**config.mk**
```make
export PLATFORM = sky130hd
export DESIGN_NAME = fp_adder_host
export DESIGN_NICKNAME = d
export VERILOG_FILES = /design/src/rtl/fp_adder_host.sv
export SDC_FILE = /design/constraint.sdc
export NUM_CORES = 1
export LEC_CHECK = 0
export CAP_MARGIN = 20
export CORE_MARGIN = 1
export CORE_UTILIZATION = 30
export CTS_CLUSTER_DIAMETER = 150
export CTS_CLUSTER_SIZE = 40
export DETAILED_ROUTE_END_ITERATION = 7
export GPL_TIMING_DRIVEN = 0
export PLACE_DENSITY = 0.54
export SLEW_MARGIN = 20
export SYNTH_ARGS = -nofsm -noshare
export SYNTH_HDL_FRONTEND = slang
export SYNTH_SLANG_ARGS = --single-unit
```
**constraint.sdc**
```tcl
create_clock -name clk_in -period 4.8 [get_ports clk_in]
set_clock_uncertainty 0.15 [all_clocks]
set_input_delay 1.2 -clock clk_in [delete_from_list [all_inputs] [get_ports clk_in]]
set_output_delay 1.2 -clock clk_in [all_outputs]
set_load 0.005 [all_outputs]
```
**src/rtl/fp_adder_host.sv**
```systemverilog
// fp_adder_host: parallel valid/ready host for the serial FP adder; takes op_a..op_d/sub_op/lane_en on start_*, drives setup/operand frames on setup_serial_out/serial1..4_out/wr_out, reads the result via output_read_out/dut_serial_in into result_out on result_*; FP_ADDER_HOST_TIMEOUT_EN adds a WAIT_RDY timeout reported on timeout_err
module fp_adder_host #(
  parameter int WIDTH = 16,
  parameter int TIMEOUT = 255
) (
  input  logic             clk_in,
  input  logic             rst_in,
  input  logic             start_valid_in,
  output logic             start_ready,
  input  logic [WIDTH-1:0] op_a_in,
  input  logic [WIDTH-1:0] op_b_in,
  input  logic [WIDTH-1:0] op_c_in,
  input  logic [WIDTH-1:0] op_d_in,
  input  logic [2:0]       sub_op_in,
  input  logic [3:0]       lane_en_in,
  output logic             result_valid,
  input  logic             result_ready_in,
  output logic [WIDTH-1:0] result_out,
  output logic             timeout_err,
  input  logic             dut_input_rdy_in,
  input  logic             dut_output_rdy_in,
  input  logic             dut_serial_in,
  output logic             serial1_out,
  output logic             serial2_out,
  output logic             serial3_out,
  output logic             serial4_out,
  output logic             setup_serial_out,
  output logic             wr_out,
  output logic             output_read_out,
  output logic             output_clk_out
);
  typedef enum logic [2:0] {IDLE, SETUP, GAP, LOAD, WAIT_RDY, READ, DONE} state_t;
  state_t state, ns;
  logic [4:0] cnt, cnt_n;
  logic [7:0] sw, sw_n;
  logic [WIDTH-1:0] op_a, op_b, op_c, op_d, a_n, b_n, c_n, d_n, res_n;
  logic acc, to_hit;
  assign start_ready = state == IDLE && dut_input_rdy_in;
  assign acc = start_valid_in && start_ready;
  assign output_clk_out = 1'b0;
  always_comb begin
    ns = state == IDLE ? (acc ? SETUP : IDLE)
       : state == SETUP ? (cnt == 5'd7 ? GAP : SETUP)
       : state == GAP ? LOAD
       : state == LOAD ? (cnt == 5'd15 ? WAIT_RDY : LOAD)
       : state == WAIT_RDY ? (dut_output_rdy_in ? READ : to_hit ? DONE : WAIT_RDY)
       : state == READ ? (cnt == 5'd15 ? DONE : READ)
       : result_ready_in ? IDLE : DONE;
    cnt_n = ns != state ? 5'd0 : cnt + 5'd1;
    sw_n = acc ? {sub_op_in, lane_en_in, 1'b0} : sw;
    a_n = acc ? op_a_in : op_a;
    b_n = acc ? op_b_in : op_b;
    c_n = acc ? op_c_in : op_c;
    d_n = acc ? op_d_in : op_d;
    res_n = state == READ ? {result_out[WIDTH-2:0], dut_serial_in} : to_hit ? '0 : result_out;
  end
  always_ff @(posedge clk_in) begin
    if (rst_in) begin
      state <= IDLE;
      cnt <= '0;
      sw <= '0;
      op_a <= '0;
      op_b <= '0;
      op_c <= '0;
      op_d <= '0;
      result_out <= '0;
      wr_out <= 1'b0;
      setup_serial_out <= 1'b0;
      serial1_out <= 1'b0;
      serial2_out <= 1'b0;
      serial3_out <= 1'b0;
      serial4_out <= 1'b0;
      output_read_out <= 1'b0;
      result_valid <= 1'b0;
    end else begin
      state <= ns;
      cnt <= cnt_n;
      sw <= sw_n;
      op_a <= a_n;
      op_b <= b_n;
      op_c <= c_n;
      op_d <= d_n;
      result_out <= res_n;
      wr_out <= ns == SETUP || ns == LOAD;
      setup_serial_out <= (ns == SETUP || ns == LOAD) && sw_n[~cnt_n[2:0]];
      serial4_out <= ns == LOAD && a_n[~cnt_n[3:0]];
      serial3_out <= ns == LOAD && b_n[~cnt_n[3:0]];
      serial2_out <= ns == LOAD && c_n[~cnt_n[3:0]];
      serial1_out <= ns == LOAD && d_n[~cnt_n[3:0]];
      output_read_out <= ns == READ;
      result_valid <= ns == DONE;
    end
  end
`ifdef FP_ADDER_HOST_TIMEOUT_EN
  localparam int TW = $clog2(TIMEOUT + 1);
  logic [TW-1:0] tcnt;
  assign to_hit = state == WAIT_RDY && !dut_output_rdy_in && tcnt == TW'(TIMEOUT - 1);
  always_ff @(posedge clk_in) begin
    if (rst_in) begin
      tcnt <= '0;
      timeout_err <= 1'b0;
    end else begin
      tcnt <= state == WAIT_RDY ? tcnt + TW'(1) : '0;
      timeout_err <= ns == DONE && (to_hit || timeout_err);
    end
  end
`else
  assign to_hit = 1'b0;
  assign timeout_err = TIMEOUT < 0;
`endif
endmodule

```
==> results.md <==
* Post-CTS setup buffer count at 0
* Syn_area_per_cell at 8.49 µm²
* Worst slew pin tran at 0.888 ns
* Reg-to-Reg Start: cnt[0]$_SDFF_PP0_
* Vias in the first global route at 4204
* Antenna violations before repair at 0
* Via/cell ratio at 5.04
* PortBufs at 101
* Hold Path Class: reg2reg
* Register area share after synthesis at 43.6%
* MaxCap Viol Count at 0
* Syn Inst Count at 562
* Worst-path clk slew at 0.07 ns
* Drt pass-1 iters at 5
* Largest net degree at the start of global routing at 17
* Crit path max-delay family: simple AND/OR/NAND/NOR gates
* # setup viols final at 0
* Area Overhead vs Synth at 33.6%
* Post-route ant nets at 0
* First-iteration detailed-routing DRC count at 237
* Ant. Diodes at 0
* # rows at 45
* Cell Area, Synth at 4770 µm²
* Core area at 15400 µm²
* Post_cts resized at 0
* WP buf/inv at 2
* Largest family of logic cells by synthesized area: simple AND/OR/NAND/NOR gates
* R2r setup slk at 1.07 ns
* Stages on worst setup path at 8
* Post-synth EDFFs at 0
* Crit path launch: result_ready_in
* Asr flop ratio synth at 0%
* R2R depth at 10
* DRC viols at 0
* Post-synthesis adder-cell area fraction at 0.524%
* Status: finished clean
* Initial Utilization at 31.0%
* Gr usage total at 17.6%
* Reg area at 2080 µm²
* Startpoint types: input port
* Slew Limit Fails at 0
* YS warnings at 0
* Placed Instances at 876
* Slowest cell delay on critical path at 0.69 ns
* # fillers at 1519
* CP Capture Point: serial3_out$_SDFF_PP0_
* RSZ-0062 raised after global routing: false
* Rel. slew slack at 40.2%
* Routability cong. at 0.871
* First-pass GRT wire length at 22.1 mm
* TritonCTS Buffers at 9
* # clock sinks at 104
* Top-level port count at 105
* Non-Filler Instances at 891
* Simple-Gate Fraction of Synth Area at 20.6%
* DP HPWL at 10.7 mm
* Hold slack at 0.303 ns
* Die Width at 128 µm
* Count of different cell masters after synthesis at 57
* H-tree depth at 3
* #FFs+latches synth at 104
* Clk_lat worst skew at 0.35 ns
* Grt ovf at 0
* Fmax at 259 MHz
* Synth Area in Compound Gates at 19.2%
* LEAKAGE at 2.26 nW
* Multiplexer share of the synthesized area at 10.1%
* Post-synthesis xor/xnor area fraction at 0.734%
* Hold buffer count at cts at 0
* Power Density at 314 nW/µm²
* Layout cell share with drive strength beyond 1 at 6.91%
* Max clock buf depth at 2
* Worst endpoint required time at 4.83 ns
* CTS root buffer: clkbuf_16
* Sum Neg Setup Slack at 0 ns
* WP data arrival at 3.89 ns
* Worst reg2reg endpoint: serial3_out$_SDFF_PP0_
* Crit share post-route at 80.5%
* CP cell instances: clkdlybuf4s50_1 > and2_1 > o21a_1 > buf_2 > nor4_4 > mux4_1 > o211ai_1 > o311ai_0
* Critical-path maximum fanout at 10
* Tmin final at 3.86 ns
* Worst vdd ir at 0.186 mV
* Routed via count at 4491
* CTS tree: built
* DIE HEIGHT at 128 µm
* Per-cell routed wire length at 15.9 µm
* Area of the multi-input gates at 2450 µm²
* Ys flop type: dfxtp_1
* Critical Path End Type: flop
* Final wirelength at 14.1 mm
* CP max stage cell: mux4_1
* Final Hold Fails at 0
* Die ar. at 16400 µm²
* WS Path Type: in2reg
* Nets at 756
==> worst min-delay path: stages (launching register included) <==
cell and delay, ns:
dfxtp_1 0.31, nand2_1 0.05, a21oi_1 0.05
==> layout make-up <==
cell class	count	share of cell area (%)
inverter	10	0.589
clock inverter	5	1.30
clock buffer	10	3.59
sequential	104	32.7
tap	211	4.14
timing repair buffer	102	16.0
buffer	47	3.28
multi-input combinational	402	38.5
==> flip-flops by register name, indices dropped and copies added (netlist names), 3 cells and up <==
register	count
sw	8
op_b	16
result_out	16
op_c	16
op_a	16
cnt	5
op_d	16
state	3
==> how the worst min path moves through the flow <==
| stage | start | to | slack [ns] | depth (start not counted) |
|---|---|---|---|---|
| CTS | op_d[0]$_SDFF_PP0_ | op_d[0]$_SDFF_PP0_ | 0.30 | 2 |
| finish | op_d[12]$_SDFF_PP0_ | op_d[12]$_SDFF_PP0_ | 0.30 | 2 |
| detailed placement | op_d[0]$_SDFF_PP0_ | op_d[0]$_SDFF_PP0_ | 0.29 | 2 |
| global route | op_c[4]$_SDFF_PP0_ | op_c[4]$_SDFF_PP0_ | 0.33 | 2 |
| global placement | op_c[5]$_SDFF_PP0_ | op_c[5]$_SDFF_PP0_ | 0.29 | 2 |
| floorplan | op_a[12]$_SDFF_PP0_ | op_a[12]$_SDFF_PP0_ | 0.28 | 2 |
==> layer usage <==
layer / vias to the layer above / global-route usage, % / part of all wire [%]
met3: 19 / 3.13 / 5.7
met1: 2102 / 23.4 / 46
met4: 0 / 6.78 / 1.8
li1: 2227 / - / -
met5: - / 0 / 0
met2: 143 / 28.2 / 46
==> layout by cell type, fill, tap and decap left out, types with 2 or more instances in the layout <==
master           netlist  layout
nand3_1                5       5
nor4_1                 6       6
nand2_1              152     152
a21oi_1               75      75
a32oi_1                3       3
a221oi_1               8       8
a311o_1                5       5
mux4_2                 8       8
a221o_1                2       2
conb_1                 1       2
o41ai_1                9       9
nor3_1                11      10
mux4_1                 3       3
o21ai_0                2       2
o211ai_1               9       9
nor3_2                 1       2
clkinv_4               0       2
and3b_1                2       2
o311ai_0               3       3
clkdlybuf4s50_1        0     101
ha_1                   2       2
a2bb2oi_1              6       6
xnor2_1                2       2
o2bb2ai_1              3       3
dfxtp_1              104     104
nand4_1                6       6
clkbuf_1              29      30
buf_2                 11      11
and2_1                 2       2
buf_4                  3       4
nor2b_1                3       3
buf_1                  3       3
xor2_1                 2       2
bufinv_16              0       2
nand2b_1               2       2
inv_1                 10      10
clkbuf_16              0       9
mux2i_1               21      21
nor2_1                26      26
==> where the power goes <==
group | switching, mW | internal [mW]
clock | 0.322 | 0.455
combinational | 0.164 | 0.147
sequential | 0.0169 | 0.895
total | 0.502 | 1.50
==> per-stage QoR <==
step / power, mW / utilization [%] / setup slack, ns / instance area (µm²)
2_1_floorplan: 1.10 / - / 1.58 / 4780
3_3_place_gp: 1.23 / 39.4 / 0.136 / 6050
3_5_place_dp: 1.24 / 39.4 / 0.598 / 6060
4_1_cts: 2.02 / 41.5 / 0.960 / 6370
5_1_grt: 2.08 / 41.5 / 0.828 / 6370
6_report: 2.00 / 41.5 / 0.938 / 6370
==> kinds of logic (layout without fill, tap and decap cells) <==
family	count (synthesis)	count (layout)
AND/OR/NAND/NOR	225	225
adder cells (fa/ha/maj)	2	2
AO/OA/AOI/OAI	136	136
multiplexers	33	33
other	1	2
XOR/XNOR	4	4
flip-flops	104	104
buffers and inverters	57	174
==> cell usage after synthesis (all sizes together) (3+ instances only) <==
library cell / number / area share (%)
o41ai: 9 / 1.7
a21oi: 75 / 7.9
inv: 10 / 0.79
dfxtp: 104 / 44
a2bb2oi: 6 / 1.1
nor2b: 3 / 0.39
nand4: 6 / 0.79
o311ai: 3 / 0.55
nand2: 152 / 12
clkbuf: 29 / 2.3
o211ai: 9 / 1.4
nor4: 7 / 1.2
nor2: 26 / 2.0
a32oi: 3 / 0.55
o2bb2ai: 3 / 0.55
nor3: 12 / 1.4
mux2i: 21 / 4.4
o21ai: 3 / 0.31
nand3: 5 / 0.52
buf: 18 / 2.1
mux4: 11 / 5.4
a311o: 5 / 1.0
a221oi: 9 / 1.8
No activity file was read; power rests on OpenSTA's default activity.
